==> src/rtl/fetch_stage.sv <==
// Instruction-fetch stage: owns the PC, addresses the instruction memory and
// captures the fetched word into the IF/ID pipeline register. Supports stall,
// branch/jump redirect with bubble insertion and a retired-fetch counter.
module fetch_stage #(
  parameter int unsigned ADDR_W   = 5,
  parameter logic [31:0] RESET_PC = 32'h0000_0000,
  parameter logic [31:0] NOP_INST = 32'h0000_0013
) (
  input  logic              clk,
  input  logic              rst,
  input  logic              stall,
  input  logic              branch_taken,
  input  logic [31:0]       branch_target,
  input  logic [31:0]       inst,
  output logic [ADDR_W-1:0] addresIM,
  output logic [31:0]       pc,
  output logic              pc_oob,
  output logic [31:0]       if_id_inst,
  output logic [31:0]       if_id_pc,
  output logic [31:0]       if_id_pc4,
  output logic              if_id_valid,
  output logic [31:0]       fetch_cnt
);

  logic [31:0] pc_q, pc_d;
  logic [31:0] if_id_inst_q, if_id_inst_d;
  logic [31:0] if_id_pc_q, if_id_pc_d;
  logic [31:0] if_id_pc4_q, if_id_pc4_d;
  logic        if_id_valid_q, if_id_valid_d;
  logic [31:0] fetch_cnt_q, fetch_cnt_d;

  logic [31:0] pc_plus4;
  logic [31:0] pc_hi;

  assign pc_plus4 = pc_q + 32'd4;

  // Next-state selection: redirect beats stall, stall beats sequential fetch.
  always_comb begin
    pc_d          = pc_q;
    if_id_inst_d  = if_id_inst_q;
    if_id_pc_d    = if_id_pc_q;
    if_id_pc4_d   = if_id_pc4_q;
    if_id_valid_d = if_id_valid_q;
    fetch_cnt_d   = fetch_cnt_q;
    if (branch_taken) begin
      // Low two bits of the target are dropped so the PC stays word aligned.
      pc_d          = {branch_target[31:2], 2'b00};
      if_id_inst_d  = NOP_INST;
      if_id_valid_d = 1'b0;
    end else if (!stall) begin
      pc_d          = pc_plus4;
      if_id_inst_d  = inst;
      if_id_pc_d    = pc_q;
      if_id_pc4_d   = pc_plus4;
      if_id_valid_d = 1'b1;
      fetch_cnt_d   = fetch_cnt_q + 32'd1;
    end
  end

  // PC, IF/ID register and fetch counter share one async-reset register block.
  always_ff @(posedge clk or posedge rst) begin
    if (rst) begin
      pc_q          <= RESET_PC;
      if_id_inst_q  <= NOP_INST;
      if_id_pc_q    <= 32'h0;
      if_id_pc4_q   <= 32'h0;
      if_id_valid_q <= 1'b0;
      fetch_cnt_q   <= 32'h0;
    end else begin
      pc_q          <= pc_d;
      if_id_inst_q  <= if_id_inst_d;
      if_id_pc_q    <= if_id_pc_d;
      if_id_pc4_q   <= if_id_pc4_d;
      if_id_valid_q <= if_id_valid_d;
      fetch_cnt_q   <= fetch_cnt_d;
    end
  end

  // IM address and out-of-range flag are decoded straight from the PC.
  always_comb begin
    pc_hi    = pc_q >> (ADDR_W + 2);
    addresIM = pc_q[ADDR_W+1:2];
    pc_oob   = |pc_hi;
  end

  assign pc          = pc_q;
  assign if_id_inst  = if_id_inst_q;
  assign if_id_pc    = if_id_pc_q;
  assign if_id_pc4   = if_id_pc4_q;
  assign if_id_valid = if_id_valid_q;
  assign fetch_cnt   = fetch_cnt_q;

endmodule

==> config.mk <==
export PLATFORM = sky130hd
export DESIGN_NAME = fetch_stage
export DESIGN_NICKNAME = d
export VERILOG_FILES = /design/src/rtl/fetch_stage.sv
export SDC_FILE = /design/constraint.sdc
export NUM_CORES = 1
export LEC_CHECK = 0
export ABC_AREA = 1
export ABC_CLOCK_PERIOD_IN_PS = 4050
export BUFFER_PORTS_ARGS = -buffer_cell sky130_fd_sc_hd__buf_2
export CAP_MARGIN = 20
export CORE_MARGIN = 2
export CORE_UTILIZATION = 30
export DETAILED_ROUTE_END_ITERATION = 10
export SETUP_SLACK_MARGIN = 0.1
export SYNTH_ARGS = -nofsm -noshare
export SYNTH_HDL_FRONTEND = slang
export SYNTH_SLANG_ARGS = --single-unit
export TNS_END_PERCENT = 50
==> constraint.sdc <==
create_clock -name clk -period 4.05 [get_ports clk]
set_input_delay 0.2025 -clock clk [delete_from_list [all_inputs] [get_ports clk]]
set_output_delay 0.2025 -clock clk [all_outputs]
set_load 0.1 [all_outputs]
==> reports/results.tsv <==
stage	metric	value	unit
clocking	worst skew pair latency	0.42	ns
timing	crit share post-route	50.06	%
route	vias after detailed routing	6572	
power	VDD IR-drop max	0.2733	mV
worst_hold_path	Hold EP	if_id_inst[17]$_DFFE_PP0N_	
timing	highest clock rate	0.4932	GHz
worst_hold_path	Worst Hold Launch	inst[17]	
logic_synthesis	Synth Area in Compound Gates	8.688	%
timing	Setup WS post-layout	2.023	ns
clocking	clk sinks	155	
route	Vias per Instance	4.504	
timing	worst-margin pin slew	0.8596	ns
global_route	GRT Resource Usage Total	17.04	%
clocking	Num CTS Buffers	17	
power	leakage	0.005041	uW
logic_synthesis	mux share of post-synthesis cell area	0	%
worst_setup_path	Worst setup EP type	output port	
logic_synthesis	#FFs+latches synth	155	
timing	Final Slew Violations	0	
clocking	H-tree depth	4	
worst_setup_path	peak fanout along the critical path	5	
logic_synthesis	synthesized instance count	889	
worst_hold_path	worst hold path depth	2	
route	Routed wire per std cell	14.75	um
logic_synthesis	ranking of synthesized cells by area	dfrtp_1 52%, nand2_1 16%, inv_1 4.4%, nor2_1 3.5%, a22o_1 3.5%	
floorplan	Site Rows	57	
clocking	clk root buf	clkbuf_16	
timing	skew final	0.01206	ns
clocking	CTS tree	yes	
global_route	initial antenna violation count	1	
cells_and_area	P&R area growth vs syn	29.71	%
floorplan	die area	0.02575	mm^2
route	Starting DRT DRC Count	441	
floorplan	Initial Utilization	30.38	%
route	Final ANT Viol Nets	0	
timing	Fin Setup TNS	0	ns
clocking	clock transition at the registers of the reported paths	0.07	ns
logic_synthesis	Cell Area, Synth	0.007345	mm^2
cells_and_area	number of diodes	0	
worst_setup_path	Register-to-Register Path Depth	8	
placed_design	pre-CTS WS	1.560	ns
worst_setup_path	Worst Path Arrival	1.82	ns
floorplan	core area	0.02418	mm^2
worst_setup_path	FF-to-FF setup slack	2.10	ns
cells_and_area	Nets	1192	
timing	final setup fails	0	
logic_synthesis	main combinational cell family by area after synthesis	simple AND/OR/NAND/NOR gates	
logic_synthesis	post-synthesis xor/xnor area fraction	2.385	%
global_route	final global-route overflow total	0	
cells_and_area	fraction of layout cells with a size suffix above 1	25.55	%
worst_setup_path	worst path required time	3.85	ns
route	DRC viols	0	
route	WL final	21.51	mm
power	Power Dens Cells	570.9	mW/mm^2
logic_synthesis	share of Yosys cell area claimed by the top area cell type	51.79	%
timing	RSZ-0062 raised after global routing	false	
clocking	# resized after CTS	0	
placed_design	number of port buffers	226	
worst_setup_path	reg2reg end	pc[14]$_DFFE_PP0N_	
placed_design	hpwl dp	15.40	mm
floorplan	Top Ports	235	
clocking	clk buf depth	2	
logic_synthesis	Syn Area/Cell	8.262	um^2
floorplan	Die Wd	160.5	um
worst_setup_path	R2R Path Start	pc[2]$_DFFE_PP0N_	
logic_synthesis	register area share after synthesis	52.86	%
cells_and_area	most frequent cells in the layout	305 x nand2_1, 226 x buf_2, 152 x dfrtp_1, 86 x inv_1, 69 x nor2_1	
worst_setup_path	Setup CP Type	flop to output port	
run_status	status	finished clean	
timing	Max-slew headroom	42.56	%
global_route	vias in the first global route	6310	
placed_design	routability congestion estimate	0.8539	
floorplan	Die Ht	160.5	um
logic_synthesis	yosys warns	0	
power	Tot Pwr	5439	uW
timing	Fin. Hold Viols	0	
worst_setup_path	Startpoint Class	flop	
worst_hold_path	worst hold path type	primary input to flop	
clocking	setup repair bufs after CTS	0	
cells_and_area	most common cell after layout, fill and taps aside	nand2_1	
logic_synthesis	Netlist cell types	36	
global_route	largest net degree at the start of global routing	91	
logic_synthesis	Post-Synth Adder-Cell Area	0.3407	%
route	drt pass-1 iters	5	
timing	minimum clock period	2.027	ns
global_route	first-pass GRT wire length	34.60	mm
logic_synthesis	area leader, netlist	dfrtp_1	
flow_run	max_cap viols	0	
logic_synthesis	Post-Synth Simple-Gate Area	28.09	%
critical path, cell delays in order (launching register included):
cell	delay [ns]
dfrtp_1	0.42
inv_1	0.16
nand3_1	0.11
nor3_1	0.26
nand4_1	0.13
buf_2	0.32
power by group:
part / switching, uW / internal [uW]
Combinational: 1640 / 266
Clock: 644 / 1020
Sequential: 153 / 1720
Total: 2440 / 3000
sequential cells by signal (all words and copies together) (netlist names):
name,count
if_id_pc4,30
if_id_pc,30
pc,30
fetch_cnt,32
if_id_valid,1
if_id_inst,32
how the worst max path moves through the flow:
stage,slack [ns],endpoint,depth (start not counted),start
floorplan,1.68,pc_oob,4,pc[26]$_DFFE_PP0N_
global placement,1.54,pc[19]$_DFFE_PP0N_,6,branch_taken
detailed placement,1.56,pc[12]$_DFFE_PP0N_,6,branch_taken
CTS,2.01,pc_oob,5,pc[12]$_DFFE_PP0N_
global route,1.79,pc[28]$_DFFE_PP0N_,6,branch_taken
finish,2.02,pc_oob,5,pc[29]$_DFFE_PP0N_
metrics by stage:
| step | cells | util [%] | instance area [um^2] | hold WS [ns] |
|---|---|---|---|---|
| 2_1_floorplan | 894 | - | 7367 | 0.3360 |
| 3_3_place_gp | 1409 | 36.12 | 8733 | 0.1722 |
| 3_5_place_dp | 1409 | 36.12 | 8733 | 0.1805 |
| 4_1_cts | 1457 | 39.32 | 9507 | 0.0002554 |
| 5_1_grt | 1459 | 39.40 | 9527 | 0.001730 |
| 6_report | 1459 | 39.40 | 9527 | 0.01930 |
cell families (layout without fill, tap and decap cells):
family / after synthesis / in the layout
other: 1 / 6
AO/OA/AOI/OAI: 100 / 100
XOR/XNOR: 20 / 20
AND/OR/NAND/NOR: 481 / 481
adder cells (fa/ha/maj): 2 / 2
buffers and inverters: 130 / 371
flip-flops: 155 / 155
layout make-up:
class / instances / area (um^2)
multi-input combinational: 609 / 2924
sequential: 155 / 3882
tap: 324 / 405.4
inverter: 91 / 347.8
fill: 2444 / 14650
timing repair buffer: 248 / 1354
clock buffer: 22 / 474.2
clock inverter: 10 / 138.9
cells in the mapped netlist:
| cell | n |
|---|---|
| a21oi_1 | 7 |
| a22o_1 | 29 |
| buf_1 | 6 |
| buf_2 | 14 |
| buf_4 | 11 |
| buf_6 | 1 |
| clkbuf_1 | 7 |
| conb_1 | 1 |
| dfrtp_1 | 152 |
| dfstp_2 | 3 |
| ha_1 | 2 |
| inv_1 | 87 |
| inv_2 | 3 |
| inv_4 | 1 |
| nand2_1 | 305 |
| nand2_2 | 2 |
| nand2_4 | 1 |
| nand3_1 | 50 |
| nand3_2 | 1 |
| nand3b_1 | 4 |
| nand4_1 | 22 |
| nor2_1 | 69 |
| nor2_2 | 9 |
| nor2_4 | 6 |
| nor2_8 | 1 |
| nor3_1 | 7 |
| nor3_2 | 1 |
| nor4_1 | 2 |
| o211ai_1 | 6 |
| o21ai_0 | 33 |
| o21ai_1 | 21 |
| o21bai_1 | 1 |
| o22a_1 | 3 |
| or2_2 | 1 |
| xnor2_1 | 6 |
| xor2_1 | 14 |
routing by layer:
layer	share of wire, %	wire, um	vias up	global-route usage, %
met5	0	0	-	0
met4	1.3	290	0	4.259
met3	7.7	1666	20	5.940
met2	46	9924	196	27.19
met1	45	9631	3061	22.20
li1	-	-	3295	-
repair_timing:
item / CTS / global route
hold buffers: 16 / 2
setup endpoints to repair: 0 / 0
hold endpoints to repair: 25 / 2
Note: power is estimated with default switching activity, not from simulation.
